[config.mk]
export PLATFORM = sky130hd
export DESIGN_NAME = seg595_frame_rx
export DESIGN_NICKNAME = d
export VERILOG_FILES = /design/src/rtl/seg595_frame_rx.sv
export SDC_FILE = /design/constraint.sdc
export NUM_CORES = 1
export LEC_CHECK = 0
export ABC_AREA = 1
export CORE_MARGIN = 4
export CORE_UTILIZATION = 39
export CTS_CLUSTER_DIAMETER = 120
export DETAILED_ROUTE_END_ITERATION = 12
export HOLD_SLACK_MARGIN = 0.03
export MAX_ROUTING_LAYER = met4
export PLACE_DENSITY = 0.64
export SLEW_MARGIN = 40
export SYNTH_ARGS = -nofsm -noshare
export SYNTH_HDL_FRONTEND = slang
export SYNTH_SLANG_ARGS = --single-unit
[constraint.sdc]
create_clock -name clk -period 6.4 [get_ports clk]
set_input_delay 1.28 -clock clk [delete_from_list [all_inputs] [get_ports clk]]
set_output_delay 1.28 -clock clk [all_outputs]
set_load 0.01 [all_outputs]
[src/rtl/seg595_frame_rx.sv]
// Loopback receiver for the 16-bit 7-segment shift-register link: rebuilds the digits the panel shows.
// Optional SEG595_DP_CAPTURE_EN adds a per-digit decimal-point output (dp).
module seg595_frame_rx #(
  parameter int SYNC_STAGES = 2,
  parameter int NUM_DIGITS  = 6
) (
  input  logic                      clk,
  input  logic                      rst,
  input  logic                      sclk,
  input  logic                      rclk,
  input  logic                      dio,
  output logic [4*NUM_DIGITS-1:0]   dispnum,
  output logic [15:0]               raw_frame,
  output logic                      frame_valid,
  output logic                      frame_err,
  output logic [1:0]                err_code
`ifdef SEG595_DP_CAPTURE_EN
  ,
  output logic [NUM_DIGITS-1:0]     dp
`endif
);

  localparam logic [3:0] ND4 = 4'(NUM_DIGITS);

  logic [SYNC_STAGES-1:0] sclk_sync, rclk_sync, dio_sync;
  logic                   sclk_q, rclk_q;
  logic                   sclk_rise, rclk_rise, dio_s;

  logic [15:0] sr, sr_nxt;
  logic [4:0]  bit_cnt, cnt_nxt;
  logic [7:0]  dig, seg_code;
  logic [2:0]  dig_idx;
  logic        dig_ok, seg_ok;
  logic [3:0]  seg_val;
  logic [1:0]  err_nxt;

  always_ff @(posedge clk or posedge rst) begin
    if (rst) begin
      sclk_sync <= '0;
      rclk_sync <= '0;
      dio_sync  <= '0;
      sclk_q    <= 1'b0;
      rclk_q    <= 1'b0;
    end else begin
      sclk_sync <= {sclk_sync[SYNC_STAGES-2:0], sclk};
      rclk_sync <= {rclk_sync[SYNC_STAGES-2:0], rclk};
      dio_sync  <= {dio_sync[SYNC_STAGES-2:0], dio};
      sclk_q    <= sclk_sync[SYNC_STAGES-1];
      rclk_q    <= rclk_sync[SYNC_STAGES-1];
    end
  end

  assign sclk_rise = sclk_sync[SYNC_STAGES-1] & ~sclk_q;
  assign rclk_rise = rclk_sync[SYNC_STAGES-1] & ~rclk_q;
  assign dio_s     = dio_sync[SYNC_STAGES-1];

  // Shift is resolved before the latch so a coincident sclk/rclk bit lands in this frame.
  assign sr_nxt  = sclk_rise ? {sr[14:0], dio_s} : sr;
  assign cnt_nxt = (sclk_rise && bit_cnt != 5'd31) ? bit_cnt + 5'd1 : bit_cnt;
  assign dig     = sr_nxt[7:0];
  // seg[k] sits at sr[15-k]; the dp bit (seg[0]) is forced high before lookup.
  assign seg_code = {sr_nxt[8], sr_nxt[9], sr_nxt[10], sr_nxt[11],
                     sr_nxt[12], sr_nxt[13], sr_nxt[14], 1'b1};

  always_comb begin
    dig_idx = 3'd0;
    for (int i = 0; i < 8; i++)
      if (dig[i]) dig_idx = 3'(i);
    dig_ok = (dig != 8'h00) && ((dig & (dig - 8'h01)) == 8'h00)
             && ({1'b0, dig_idx} < ND4);
  end

  always_comb begin
    seg_ok  = 1'b1;
    seg_val = 4'hF;
    case (seg_code)
      8'h03:   seg_val = 4'd0;
      8'h9F:   seg_val = 4'd1;
      8'h25:   seg_val = 4'd2;
      8'h0D:   seg_val = 4'd3;
      8'h99:   seg_val = 4'd4;
      8'h49:   seg_val = 4'd5;
      8'h41:   seg_val = 4'd6;
      8'h1F:   seg_val = 4'd7;
      8'h01:   seg_val = 4'd8;
      8'h19:   seg_val = 4'd9;
      8'hFF:   seg_val = 4'hF;
      default: seg_ok  = 1'b0;
    endcase
  end

  always_comb begin
    if (cnt_nxt != 5'd16) err_nxt = 2'b01;
    else if (!dig_ok)     err_nxt = 2'b10;
    else if (!seg_ok)     err_nxt = 2'b11;
    else                  err_nxt = 2'b00;
  end

  always_ff @(posedge clk or posedge rst) begin
    if (rst) begin
      sr          <= '0;
      bit_cnt     <= '0;
      dispnum     <= '1;
      raw_frame   <= '0;
      frame_valid <= 1'b0;
      frame_err   <= 1'b0;
      err_code    <= 2'b00;
`ifdef SEG595_DP_CAPTURE_EN
      dp          <= '0;
`endif
    end else begin
      sr          <= sr_nxt;
      frame_valid <= 1'b0;
      frame_err   <= 1'b0;
      if (rclk_rise) begin
        bit_cnt     <= 5'd0;
        raw_frame   <= sr_nxt;
        err_code    <= err_nxt;
        frame_valid <= (err_nxt == 2'b00);
        frame_err   <= (err_nxt != 2'b00);
        if (err_nxt == 2'b00) begin
          for (int i = 0; i < NUM_DIGITS; i++) begin
            if (dig_idx == 3'(i)) begin
              dispnum[4*i +: 4] <= seg_val;
`ifdef SEG595_DP_CAPTURE_EN
              dp[i] <= ~sr_nxt[15];
`endif
            end
          end
        end
      end else begin
        bit_cnt <= cnt_nxt;
      end
    end
  end

endmodule

==> out/qor.csv <==
stage,metric,value,unit
cells_and_area,nNetsFinal,528,
cts,holdBufCountCts,0,
cts,clock_sinks,73,
cells_and_area,instances_no_fill,655,
cts,cts_resized,0,
detailed_routing,routed_wl,8430,microns
die,initial_core_util,40.5,%
power_and_ir_drop,ir_worst_vdd,0.0000932,V
cts,clk_pin_slew,0.08,ns
grt,grt_overflow,0,
cts,numCtsBuffers,9,
sta,maxSlewViolCount,0,
grt,first_global_vias,3117,
logic_synthesis,ys_seq_area_share,49.1,%
cells_and_area,n_antenna_cell,0,
die,io_pins,49,
detailed_routing,wire_per_inst,12.9,microns
sta,setup_viol,0,
cells_and_area,syn2layout_area_growth,21.6,%
logic_synthesis,synth_cells,473,
placed_design,place_inst,639,
logic_synthesis,yosysWarnings,0,
sta,rsz0062_at_grt,no,
setup_path,crit_arrival,3.16,ns
logic_synthesis,synthArstFlopShare,100,%
grt,grt_use_total,16.4,%
cells_and_area,register_area,1860,sq um
detailed_routing,via_count,3154,
power_and_ir_drop,p_leak,2.17,nW
die,die_area,11300,sq um
status,status,"finished, final reports clean",
logic_synthesis,syn_nets,480,
cts,cts_setup_buffers,0,
cts,htree_num_levels,3,
cells_and_area,fillers,892,
logic_synthesis,synth_most_common_cell,nand2_1,
logic_synthesis,synth_edf_count,0,
grt,grt_pass1_wl,14600,microns
worst_hold_path,worstHoldPathType,reg -> reg,
sta,hold_violations,0,
logic_synthesis,syn_area,3780,sq um
sta,tightest_slew,0.687,ns
logic_synthesis,synth_common_cells,"nand2_1 (157), inv_1 (62), dfrtp_1 (49), nand3_1 (49), nor2_1 (31)",
logic_synthesis,netlist_top_cells_area,"dfrtp_1 (32%), dfstp_2 (17%), nand2_1 (16%)",
cts,root_buffer,clkbuf_8,
sta,skew,0.00777,ns
sta,max_slew_margin,54.2,%
sta,finalHoldWorstSlack,0.350,ns
placed_design,gp_congestion,0.846,
detailed_routing,dr.pass1.iters,4,
power_and_ir_drop,powerDensity,279,nW/um^2
placed_design,place_hpwl,5860,microns
cells_and_area,drive_gt1_share,13.1,%
grt,grt_max_degree,74,
logic_synthesis,synth_flop_cell,dfrtp_1,
cts,clock_path_buffers,2,
setup_path,cp_max_fo,38,
setup_path,critical_path_class,reg -> reg,
detailed_routing,viasPerCell,4.82,
sta,period_needed,2.88,ns
logic_synthesis,synth_seq_cells,73,
cts,cts_tree,done,
sta,finalSetupTns,0,ns
detailed_routing,drtIter0Drc,121,
die,die_h,106,microns
die,die_w,106,microns
logic_synthesis,avgSynthCellArea,8.00,sq um
die,num_rows,35,
sta,fmax,348,MHz
setup_path,crit_path_end_kind,register,
setup_path,critPathRequiredTime,6.68,ns
logic_synthesis,yosys.area.top_type,dfrtp_1,
setup_path,start_kind,register,
detailed_routing,post-route-drc-count,0,
logic_synthesis,synth_cell_types,31,
logic_synthesis,synth_top_area_share,32.4,%
cts,clk-insertion-delay-late,0.35,ns
die,core-area,9330,sq um
cells_and_area,multi_input_area,1590,sq um
detailed_routing,postRouteAntennaNets,0,
grt,antenna_found_initial,0,
placed_design,numPortBuffers,48,
job,drv_cap,0,
sta,period_share,45.0,%
## flip-flops by register name, summed over array words and instances, names as in the netlist
name and count:
dio_sync 2, sr 16, err_code 2, rclk_q 1
raw_frame 16, sclk_sync 2, frame_valid 1, dispnum 24
sclk_q 1, rclk_sync 2, bit_cnt 5, frame_err 1
## per-layer routing
layer | GRT usage, % | up-vias | share of wire, %
met5 | - | - | 0
met4 | 4.93 | 0 | 1.3
met3 | 4.07 | 10 | 3.7
met2 | 25.3 | 56 | 46
met1 | 21.5 | 1507 | 49
li1 | - | 1581 | -
## worst max-delay path, cell delays in order (launching register included)
cell and delay, ns:
dfrtp_1 0.79, nand2_4 0.41, nand2_1 0.16, nand2_1 0.14
nor2_1 0.17, nand2_1 0.07, nand2_1 0.06, nand2_1 0.04
inv_1 0.05, nand2_1 0.11, nor2_8 0.16, nand4_4 0.32
o21bai_1 0.25, nand2_1 0.08
## final timing paths
path	start	endpoint	slack, ns	depth (start not counted)
max	sclk_sync[1]$_DFF_PP0_	dispnum[4]$_DFFE_PP1P_	3.52	13
max reg2reg	sclk_sync[1]$_DFF_PP0_	dispnum[4]$_DFFE_PP1P_	3.52	13
max in group asynchronous	rst	sr[14]$_DFF_PP0_	4.50	3
min reg2reg	sclk_sync[0]$_DFF_PP0_	sclk_sync[1]$_DFF_PP0_	0.35	0
min in group asynchronous	rst	rclk_sync[0]$_DFF_PP0_	1.39	3
min	sclk_sync[0]$_DFF_PP0_	sclk_sync[1]$_DFF_PP0_	0.35	0
## through the flow
stage / total power, mW / setup slack [ns] / utilization [%] / area [sq um]
floorplan: 0.745 / 3.31 / - / 3780
global placement: 0.836 / 3.66 / 46.6 / 4350
detailed placement: 0.841 / 3.57 / 46.7 / 4350
CTS: 1.29 / 3.54 / 49.3 / 4600
global route: 1.36 / 3.13 / 49.3 / 4600
finish: 1.28 / 3.52 / 49.3 / 4600
## cell usage in the layout, fill, tap and decap left out, types with 5 or more instances in the layout
| cell | n |
|---|---|
| a21oi_1 | 6 |
| nand3_1 | 49 |
| inv_2 | 5 |
| dfrtp_1 | 49 |
| nand2_1 | 157 |
| clkdlybuf4s50_1 | 48 |
| clkbuf_8 | 10 |
| o21bai_1 | 24 |
| nor2_2 | 7 |
| o21ai_0 | 19 |
| nor2_1 | 31 |
| dfstp_2 | 24 |
| inv_1 | 60 |
## report_power, final
| part | switching [mW] | leakage [nW] | internal [mW] |
|---|---|---|---|
| logic | 0.196 | 1.18 | 0.0994 |
| clock network | 0.178 | 0.120 | 0.269 |
| registers | 0.0317 | 0.870 | 0.507 |
## kinds of logic after synthesis
family	after synthesis	synth area share, %
AO/OA/AOI/OAI	59	10.2
buffers and inverters	78	8.80
adder cells (fa/ha/maj)	2	0.661
flip-flops	73	49.1
AND/OR/NAND/NOR	259	30.8
XOR/XNOR	2	0.463
## layout make-up
class / instances / area share, %
Multi-Input combinational cell: 322 / 34.6
Clock buffer: 11 / 3.07
Sequential cell: 73 / 40.4
Inverter: 65 / 5.31
Tap cell: 129 / 3.51
Clock inverter: 5 / 2.23
Timing Repair Buffer: 50 / 10.9
Note: power is estimated with default switching activity, not from simulation.
